==> config.mk <==
export PLATFORM = sky130hd
export DESIGN_NAME = axi_mem_arbiter
export DESIGN_NICKNAME = d
export VERILOG_FILES = /design/src/rtl/axi_mem_arbiter.sv
export SDC_FILE = /design/constraint.sdc
export NUM_CORES = 1
export LEC_CHECK = 0
export CAP_MARGIN = 25
export CORE_AREA = 10 10 259 261
export DETAILED_ROUTE_END_ITERATION = 8
export DIE_AREA = 0 0 269 271
export SKIP_CTS_REPAIR_TIMING = 1
export SLEW_MARGIN = 20
export SYNTH_ARGS = -nofsm -noshare
export SYNTH_HDL_FRONTEND = slang
export SYNTH_SLANG_ARGS = --single-unit
==> constraint.sdc <==
create_clock -name clock -period 2.35 [get_ports clock]
set_input_delay 0.3525 -clock clock [delete_from_list [all_inputs] [get_ports clock]]
set_output_delay 0.3525 -clock clock [all_outputs]
set_load 0.01 [all_outputs]
==> src/rtl/axi_mem_arbiter.sv <==
// Two-requester to one-memory AXI4 arbiter: round-robin AR/AW, W ordered by AW grant, R/B steered by the prepended ID bit.
// Latency: zero, all request and response paths are combinational. Backpressure: ready mirrors the granted/addressed side; AW stalls while the W-route FIFO is full.

// Purpose: single-channel round-robin grant that holds its winner until the handshake completes.
// Latency: combinational select. Backpressure: block_i suppresses valid and both readies without disturbing the lock.
module axi_mem_arbiter_rr (
    input  logic       clock,
    input  logic       reset_n,
    input  logic [1:0] req_vld,
    input  logic       block,
    input  logic       m_rdy,
    output logic       sel,
    output logic       m_vld,
    output logic [1:0] s_rdy
);
    localparam logic IDLE   = 1'b0;
    localparam logic LOCKED = 1'b1;

    logic state_q, state_d;
    logic lock_q, lock_d;
    logic ptr_q, ptr_d;
    logic hs;

    always_comb begin
        if (state_q == LOCKED) sel = lock_q;
        else if (&req_vld)     sel = ptr_q;
        else                   sel = req_vld[1];
        m_vld = reset_n & ~block & req_vld[sel];
        s_rdy = 2'b00;
        if (reset_n && !block) s_rdy[sel] = m_rdy;
        hs = m_vld & m_rdy;
    end

    always_comb begin
        state_d = state_q;
        lock_d  = lock_q;
        ptr_d   = ptr_q;
        if (hs) begin
            state_d = IDLE;
            ptr_d   = ~sel;
        end else if (m_vld) begin
            // Keep the offered request stable on the memory side until accepted.
            state_d = LOCKED;
            lock_d  = sel;
        end
    end

    always_ff @(posedge clock or negedge reset_n) begin
        if (!reset_n) begin
            state_q <= IDLE;
            lock_q  <= 1'b0;
            ptr_q   <= 1'b0;
        end else begin
            state_q <= state_d;
            lock_q  <= lock_d;
            ptr_q   <= ptr_d;
        end
    end
endmodule

// Purpose: small synchronous FIFO with registered count.
// Latency: pushed entry visible at head one cycle later. Backpressure: caller must not push when full or pop when empty.
module axi_mem_arbiter_fifo #(
    parameter int WIDTH = 1,
    parameter int DEPTH = 4
) (
    input  logic             clock,
    input  logic             reset_n,
    input  logic             push,
    input  logic [WIDTH-1:0] push_dat,
    input  logic             pop,
    output logic [WIDTH-1:0] head_dat,
    output logic             full,
    output logic             empty
);
    localparam int PW = $clog2(DEPTH);

    logic [WIDTH-1:0] mem_q [DEPTH];
    logic [PW-1:0]    wr_q, rd_q;
    logic [PW:0]      cnt_q;

    assign head_dat = mem_q[rd_q];
    assign full     = (cnt_q == (PW+1)'(DEPTH));
    assign empty    = (cnt_q == '0);

    always_ff @(posedge clock or negedge reset_n) begin
        if (!reset_n) begin
            wr_q  <= '0;
            rd_q  <= '0;
            cnt_q <= '0;
            for (int i = 0; i < DEPTH; i++) mem_q[i] <= '0;
        end else begin
            if (push) begin
                mem_q[wr_q] <= push_dat;
                wr_q        <= wr_q + 1'b1;
            end
            if (pop) rd_q <= rd_q + 1'b1;
            if (push && !pop)      cnt_q <= cnt_q + 1'b1;
            else if (pop && !push) cnt_q <= cnt_q - 1'b1;
        end
    end
endmodule

// Purpose: top-level two-to-one AXI4 memory arbiter.
// Latency: zero on every channel. Backpressure: passes memory ready to the granted/addressed requester only.
module axi_mem_arbiter #(
    parameter int ADDR_BITS    = 32,
    parameter int DATA_BITS    = 64,
    parameter int STRB_BITS    = 8,
    parameter int S_ID_BITS    = 4,
    parameter int W_FIFO_DEPTH = 4
) (
    input  logic                     clock,
    input  logic                     reset_n,
    input  logic [1:0]               s_ar_valid,
    output logic [1:0]               s_ar_ready,
    input  logic [2*ADDR_BITS-1:0]   s_ar_addr,
    input  logic [2*S_ID_BITS-1:0]   s_ar_id,
    input  logic [5:0]               s_ar_size,
    input  logic [15:0]              s_ar_len,
    input  logic [1:0]               s_aw_valid,
    output logic [1:0]               s_aw_ready,
    input  logic [2*ADDR_BITS-1:0]   s_aw_addr,
    input  logic [2*S_ID_BITS-1:0]   s_aw_id,
    input  logic [5:0]               s_aw_size,
    input  logic [15:0]              s_aw_len,
    input  logic [1:0]               s_w_valid,
    output logic [1:0]               s_w_ready,
    input  logic [2*DATA_BITS-1:0]   s_w_data,
    input  logic [2*STRB_BITS-1:0]   s_w_strb,
    input  logic [1:0]               s_w_last,
    output logic [1:0]               s_r_valid,
    input  logic [1:0]               s_r_ready,
    output logic [DATA_BITS-1:0]     s_r_data,
    output logic [1:0]               s_r_resp,
    output logic [S_ID_BITS-1:0]     s_r_id,
    output logic                     s_r_last,
    output logic [1:0]               s_b_valid,
    input  logic [1:0]               s_b_ready,
    output logic [1:0]               s_b_resp,
    output logic [S_ID_BITS-1:0]     s_b_id,
    output logic                     m_ar_valid,
    input  logic                     m_ar_ready,
    output logic [ADDR_BITS-1:0]     m_ar_addr,
    output logic [S_ID_BITS:0]       m_ar_id,
    output logic [2:0]               m_ar_size,
    output logic [7:0]               m_ar_len,
    output logic                     m_aw_valid,
    input  logic                     m_aw_ready,
    output logic [ADDR_BITS-1:0]     m_aw_addr,
    output logic [S_ID_BITS:0]       m_aw_id,
    output logic [2:0]               m_aw_size,
    output logic [7:0]               m_aw_len,
    output logic                     m_w_valid,
    input  logic                     m_w_ready,
    output logic [DATA_BITS-1:0]     m_w_data,
    output logic [STRB_BITS-1:0]     m_w_strb,
    output logic                     m_w_last,
    input  logic                     m_r_valid,
    output logic                     m_r_ready,
    input  logic [DATA_BITS-1:0]     m_r_data,
    input  logic [1:0]               m_r_resp,
    input  logic [S_ID_BITS:0]       m_r_id,
    input  logic                     m_r_last,
    input  logic                     m_b_valid,
    output logic                     m_b_ready,
    input  logic [1:0]               m_b_resp,
    input  logic [S_ID_BITS:0]       m_b_id
);
    logic ar_sel, aw_sel;
    logic wq_full, wq_empty, wq_head, wq_push, wq_pop;
    logic w_en;
    logic r_sel, b_sel;

    axi_mem_arbiter_rr u_ar_rr (
        .clock   (clock),
        .reset_n (reset_n),
        .req_vld (s_ar_valid),
        .block   (1'b0),
        .m_rdy   (m_ar_ready),
        .sel     (ar_sel),
        .m_vld   (m_ar_valid),
        .s_rdy   (s_ar_ready)
    );

    // The full flag is registered, so a same-cycle W pop cannot reopen AW.
    axi_mem_arbiter_rr u_aw_rr (
        .clock   (clock),
        .reset_n (reset_n),
        .req_vld (s_aw_valid),
        .block   (wq_full),
        .m_rdy   (m_aw_ready),
        .sel     (aw_sel),
        .m_vld   (m_aw_valid),
        .s_rdy   (s_aw_ready)
    );

    assign m_ar_addr = ar_sel ? s_ar_addr[2*ADDR_BITS-1:ADDR_BITS] : s_ar_addr[ADDR_BITS-1:0];
    assign m_ar_id   = {ar_sel, ar_sel ? s_ar_id[2*S_ID_BITS-1:S_ID_BITS] : s_ar_id[S_ID_BITS-1:0]};
    assign m_ar_size = ar_sel ? s_ar_size[5:3] : s_ar_size[2:0];
    assign m_ar_len  = ar_sel ? s_ar_len[15:8] : s_ar_len[7:0];

    assign m_aw_addr = aw_sel ? s_aw_addr[2*ADDR_BITS-1:ADDR_BITS] : s_aw_addr[ADDR_BITS-1:0];
    assign m_aw_id   = {aw_sel, aw_sel ? s_aw_id[2*S_ID_BITS-1:S_ID_BITS] : s_aw_id[S_ID_BITS-1:0]};
    assign m_aw_size = aw_sel ? s_aw_size[5:3] : s_aw_size[2:0];
    assign m_aw_len  = aw_sel ? s_aw_len[15:8] : s_aw_len[7:0];

    assign wq_push = m_aw_valid & m_aw_ready;
    assign wq_pop  = m_w_valid & m_w_ready & m_w_last;

    axi_mem_arbiter_fifo #(
        .WIDTH (1),
        .DEPTH (W_FIFO_DEPTH)
    ) u_w_route (
        .clock    (clock),
        .reset_n  (reset_n),
        .push     (wq_push),
        .push_dat (aw_sel),
        .pop      (wq_pop),
        .head_dat (wq_head),
        .full     (wq_full),
        .empty    (wq_empty)
    );

    // W beats are only forwarded once their AW has been granted.
    assign w_en      = reset_n & ~wq_empty;
    assign m_w_valid = w_en & s_w_valid[wq_head];
    assign m_w_data  = wq_head ? s_w_data[2*DATA_BITS-1:DATA_BITS] : s_w_data[DATA_BITS-1:0];
    assign m_w_strb  = wq_head ? s_w_strb[2*STRB_BITS-1:STRB_BITS] : s_w_strb[STRB_BITS-1:0];
    assign m_w_last  = s_w_last[wq_head];

    assign r_sel = m_r_id[S_ID_BITS];
    assign b_sel = m_b_id[S_ID_BITS];

    always_comb begin
        s_w_ready = 2'b00;
        s_r_valid = 2'b00;
        s_b_valid = 2'b00;
        if (w_en)    s_w_ready[wq_head] = m_w_ready;
        if (reset_n) s_r_valid[r_sel]   = m_r_valid;
        if (reset_n) s_b_valid[b_sel]   = m_b_valid;
    end

    assign m_r_ready = reset_n & s_r_ready[r_sel];
    assign m_b_ready = reset_n & s_b_ready[b_sel];
    assign s_r_data  = m_r_data;
    assign s_r_resp  = m_r_resp;
    assign s_r_id    = m_r_id[S_ID_BITS-1:0];
    assign s_r_last  = m_r_last;
    assign s_b_resp  = m_b_resp;
    assign s_b_id    = m_b_id[S_ID_BITS-1:0];
endmodule

# [Word-level counts from Yosys, hierarchy flattened]
# Index checks and enable logic that the tools add are counted.
[classes] add_sub_neg=4 multipliers=0 div_mod_pow=0 n_lt_le_gt_ge=13 eq_ne=1 shifts=0 mux=53 n_bitwise=24 reduce_logical=20
[ops] cell="two-way mux 32 bit" count=2
[ops] cell="two-way mux 64 bit" count=1
[ops] cell="two-way mux 1 bit" count=28
[ops] cell="two-way mux 8 bit" count=3
[ops] cell="two-way mux 3 bit" count=4
[ops] cell="bitwise AND 1 bit" count=11
[ops] cell="bitwise AND 2 bit" count=5
[ops] cell="< comparator 1 x 2 -> 1 bit (second input constant)" count=5
[ops] cell="two-way mux 2 bit" count=5
[ops] cell="logical AND 1 bit" count=9
[ops] cell="two-way mux 4 bit" count=2
[ops] cell="AND reduction 2 bit" count=4
[ops] cell=">= comparator 3 bit (second input constant)" count=2
[ops] cell="NOT 1 bit" count=6
[ops] cell="NOT 2 -> 3 bit" count=2
[ops] cell="nonzero test 2 bit" count=3
[ops] cell="demux 1 bit (select 1 bit)" count=5
[ops] cell=">= comparator 1 bit (second input constant)" count=5
[ops] cell="adder 2 x 1 -> 2 bit (second input constant)" count=2
[ops] cell="bitwise mux 4 bit" count=1
[ops] cell="adder 3 x 1 -> 3 bit (second input constant)" count=1
[ops] cell="equality test 3 bit (second input constant)" count=1
[ops] cell="zero test 1 bit" count=3
[ops] cell="zero test 3 bit" count=1
[ops] cell="4 further kinds" count=4
[word_totals] regBits=17 latch_bits=0 ram_bits=0 mem_bits_ro=0 in_bits=430 elab_cells=128 mem_count=0

# [Logic depth before layout (Yosys ltp)]
[depth] ltp_word=12 mapped_depth=12 ltp_nobuf=10

# [Hierarchy]
# A second synthesis with hierarchy kept.
[hier_totals] hier_cells=377 area_unflattened_um2=3707.3
[modules_own_cells] mod="axi_mem_arbiter" instances=1 cells_each=284 area_per_inst_um2=2716.4
[modules_own_cells] mod="axi_mem_arbiter_fifo" instances=1 cells_each=43 area_per_inst_um2=548.0
[modules_own_cells] mod="axi_mem_arbiter_rr" instances=2 cells_each=25 area_per_inst_um2=221.5

# [Worst setup path after synthesis]
# No wires, ideal clock.
[synth_timing] kind="flip-flop to flip-flop" start="reg u_w_route.rd_q[0]" end="reg u_w_route.cnt_q[2]" setup_ns=0.079 t_arrival_ns=2.382 t_required_ns=2.271 setup_slack_ns=-0.112 stages_incl_launch_ff=13 path_buffers=2 period_less_slack_ns=2.462 cell_sequence="dfrtp_1 > mux4_2 > buf_6 > buf_6 > nand3_1 > o21ai_0 > nand2b_1 > ha_1 > inv_1 > fa_1 > xor2_1 > nor2_1 > xor2_1"
[synth_between] elab_chain_cells=12 elab_cells_between_ends=16 cone_classes="8 x mux; 4 x bitwise; 4 x reduce/logical"
[synth_rtl] element="start, declared" line="79" rtl="logic [PW-1:0] wr_q, rd_q;"
[synth_rtl] element="start signal, assigned" line="97" rtl="if (pop) rd_q <= rd_q + 1'b1;"
[synth_rtl] element="NOT 2 -> 3 bit (not written as such) (*)" line="82" rtl="assign head_dat = mem_q[rd_q];"
[synth_rtl] element="binary-select mux 1 bit (select 2 bit) (*)" line="82"
[synth_rtl] element="two-way mux 1 bit (not written as such) (*) (2 in a row)" line="82"
[synth_rtl] element="two-way mux 1 bit (not written as such) (2 in a row)" line="227" rtl="assign m_w_valid = w_en & s_w_valid[wq_head];"
[synth_rtl] element="bitwise AND 1 bit" line="227"
[synth_rtl] element="bitwise AND 1 bit" line="209" rtl="assign wq_pop = m_w_valid & m_w_ready & m_w_last;"
[synth_rtl] element="bitwise AND 1 bit (*)" line="209"
[synth_rtl] element="zero test 1 bit" line="98" rtl="if (push && !pop) cnt_q <= cnt_q + 1'b1;"
[synth_rtl] element="logical AND 1 bit" line="98"
[synth_rtl] element="two-way mux 3 bit / nonzero test 2 bit (equally long branches)"
[synth_rtl] element="end signal, assigned" line="98"
[synth_rtl] element="end signal, assigned" line="99" rtl="else if (pop && !push) cnt_q <= cnt_q - 1'b1;"
[synth_rtl] element="end, declared" line="80" rtl="logic [PW:0] cnt_q;"
# Every way passes the cells marked *; elsewhere a longest branch is shown, timed or not. The select of a mux whose other input is x is not followed.
# A chain may end at the register's enable or synchronous reset.

# [Final worst setup path]
[layout_timing] start="reg u_w_route.rd_q[0]" end="out m_w_strb[5]"
[layout_between] elab_chain_cells=5
[layout_rtl] element="NOT 2 -> 3 bit (not written as such)" line="82"
[layout_rtl] element="binary-select mux 1 bit (select 2 bit)" line="82"
[layout_rtl] element="two-way mux 1 bit (not written as such) (2 in a row)" line="82"
[layout_rtl] element="two-way mux 8 bit" line="229" rtl="assign m_w_strb = wq_head ? s_w_strb[2*STRB_BITS-1:STRB_BITS] : s_w_strb[STRB_BITS-1:0];"
[layout_rtl] element="end, declared" line="157" rtl="output logic [STRB_BITS-1:0] m_w_strb,"
# No other way between the ends. The select of a mux whose other input is x is not followed.

==> results.json <==
{
  "worst_pin_slew_ps": 448,
  "final_area_sq_um": 10700,
  "maxCapViolCount": 0,
  "rows": 91,
  "worst-setup-path-type": "flop to output port",
  "ys_ff_latch": 17,
  "htreeDepth": 1,
  "crit_arrival_ps": 2370,
  "multi_input_area_sq_um": 2670,
  "hold_class": "input port to asynchronous set/reset pin",
  "syn-cell-area_sq_um": 3780,
  "first_global_vias": 5703,
  "p_leak_nw": 4.90,
  "cts_buffer_depth": 2,
  "ir_worst_vdd_uv": 392,
  "outcome": "finished, violations left",
  "rsz0062_at_grt": "true",
  "cts_tree": "built",
  "numCtsBuffers": 3,
  "clkLatencyLatePin_ps": 240,
  "final-setup-viol-count": 76,
  "place_area_sq_um": 9940,
  "final_common_cell": "clkdlybuf4s50_1",
  "cts_sinks": 17,
  "fillerInstances": 6845,
  "fp.dieArea_sq_um": 72900,
  "numPortBuffers": 536,
  "die_h_um": 271,
  "finalHoldViolCount": 0,
  "die_w_um": 269,
  "max_freq_ghz": 0.367,
  "grt_start_max_net_pins": 43,
  "seq_area_frac_synth": 0.113,
  "final_nets": 1343,
  "synth.avg_cell_area_sq_um": 9.79,
  "core_sq_um": 61600,
  "cts_root_buf": "clkbuf_16",
  "end_kind": "output port",
  "dp_hpwl_mm": 28.8,
  "path_clk_slew_ps": 50,
  "synthArstFlopShare": 1.00,
  "drive_gt1_frac": 0.392,
  "holdWs_ps": 244,
  "fin_crit_sh": 1.16,
  "antenna_left": 0,
  "violations": "setup timing",
  "drc": 0,
  "critPathMaxFanout": 5,
  "gp_congestion": 0.933,
  "synth_top_flop_cell": "dfrtp_1",
  "required_ps": 2000,
  "post-place-ws_ps": -373,
  "startpoint_type": "flop",
  "ys_types": 35,
  "pin_count": 691,
  "synth.top_cell.area_share": 0.459,
  "via_count": 5198,
  "setup_slack_ps": -373,
  "final_cell_mix": "358 x clkdlybuf4s50_1, 142 x mux2_2, 88 x dlymetal6s2s_1",
  "slew_headroom": 0.700,
  "syn-num-nets": 822,
  "grt_pass1_wl_mm": 41.0,
  "yosys_warnings": 0,
  "synth_top_area_cell": "mux2_2",
  "synth_area_leaders": "mux2_2 46%, buf_4 16%, dfrtp_1 11%",
  "ff_latch_area_sq_um": 425,
  "first_pass_iters": 4,
  "grt_use_total": 0.0772,
  "initial_core_util": 0.0613,
  "finalCriticalPeriod_ps": 2720,
  "report.final.slew_viol_count": 0,
  "grt.overflow.total": 0,
  "routed_wl_mm": 33.3,
  "wl_per_cell_um": 19.1,
  "vias_per_cell": 2.98,
  "drtIter0Drc": 165,
  "syn_inst": 386,
  "syn2layout_area_growth_pct": 182,
  "power_density_nw_per_um2": 985,
  "synth-edff-count": 0,
  "fin_worst_skew_ps": 1.01,
  "antenna_found_initial": 8
}
[layout make-up]
cell class,instances,share of cell area
Clock buffer,4,0.00739
Inverter,9,0.00317
Tap cell,837,0.0982
Multi-Input combinational cell,260,0.250
Sequential cell,17,0.0399
Antenna cell,1,0.000235
Timing Repair Buffer,616,0.601
[cells by family after synthesis]
family,synth area share
compound gates,0.0464
xor+xnor,0.0116
fa+ha+maj,0.0219
buf+inv,0.200
flops,0.113
mux,0.554
simple gates,0.0543
[final timing paths]
kind	to	slack, ps	cells after the start	from
max in group asynchronous	u_aw_rr.state_q	1860	3	reset_n
min in group clock	u_w_route.cnt_q[2]	490	1	u_w_route.cnt_q[2]
worst min register to register	u_w_route.cnt_q[2]	490	1	u_w_route.cnt_q[2]
worst max register to register	u_w_route.cnt_q[2]	-270	11	u_w_route.rd_q[0]
worst max-delay path	m_w_strb[5]	-370	6	u_w_route.rd_q[0]
worst min-delay path	u_w_route.cnt_q[2]	240	2	reset_n
[worst max-delay path, stage by stage, from the launching register on]
cell,delay [ps]
dfrtp_1,380
mux4_4,800
clkbuf_16,220
buf_8,130
buf_6,120
mux2_4,310
buf_12,140
[per-stage QoR]
step / cells / util / power, mW / setup TNS [ps]
6_report: 1744 / 0.173 / 10.5 / -21140
3_5_place_dp: 1705 / 0.161 / 8.89 / -44500
4_1_cts: 1709 / 0.163 / 9.27 / -64010
5_1_grt: 1743 / 0.173 / 11.1 / -24950
3_3_place_gp: 1705 / 0.161 / 8.82 / -43030
2_1_floorplan: 386 / - / 4.52 / 0
[sequential cells by signal, summed over array words and instances, names as in the netlist]
signal,cells
u_w_route.cnt_q,3
u_w_route.wr_q,2
u_ar_rr.ptr_q,1
u_w_route.rd_q,2
u_aw_rr.ptr_q,1
u_ar_rr.state_q,1
u_ar_rr.lock_q,1
u_aw_rr.lock_q,1
u_aw_rr.state_q,1
u_w_route.mem_q,4
[Yosys cell counts (all sizes together), types with 3 or more instances]
cell and n:
mux2i 8, a31oi 9, buf 98, o21ai 5
nor3 3, ha 5, mux2 171, dfrtp 17
nand2b 3, o31ai 3, nand3 3, and3 3
inv 9, xor2 3, nand2 10, nor2 16
[where the power goes]
part           internal, mW  switching, mW
clock                 0.230          0.106
sequential            0.436          0.122
combinational          5.80           3.80
[per-layer routing]
metal / track usage / vias to the layer above / part of all wire
li1: - / 2340 / -
met4: 0.0174 / 0 / 0.026
met5: 0 / - / 0
met3: 0.0386 / 46 / 0.14
met2: 0.151 / 476 / 0.52
met1: 0.0682 / 2336 / 0.31
Power figures use the tool's default switching activity.
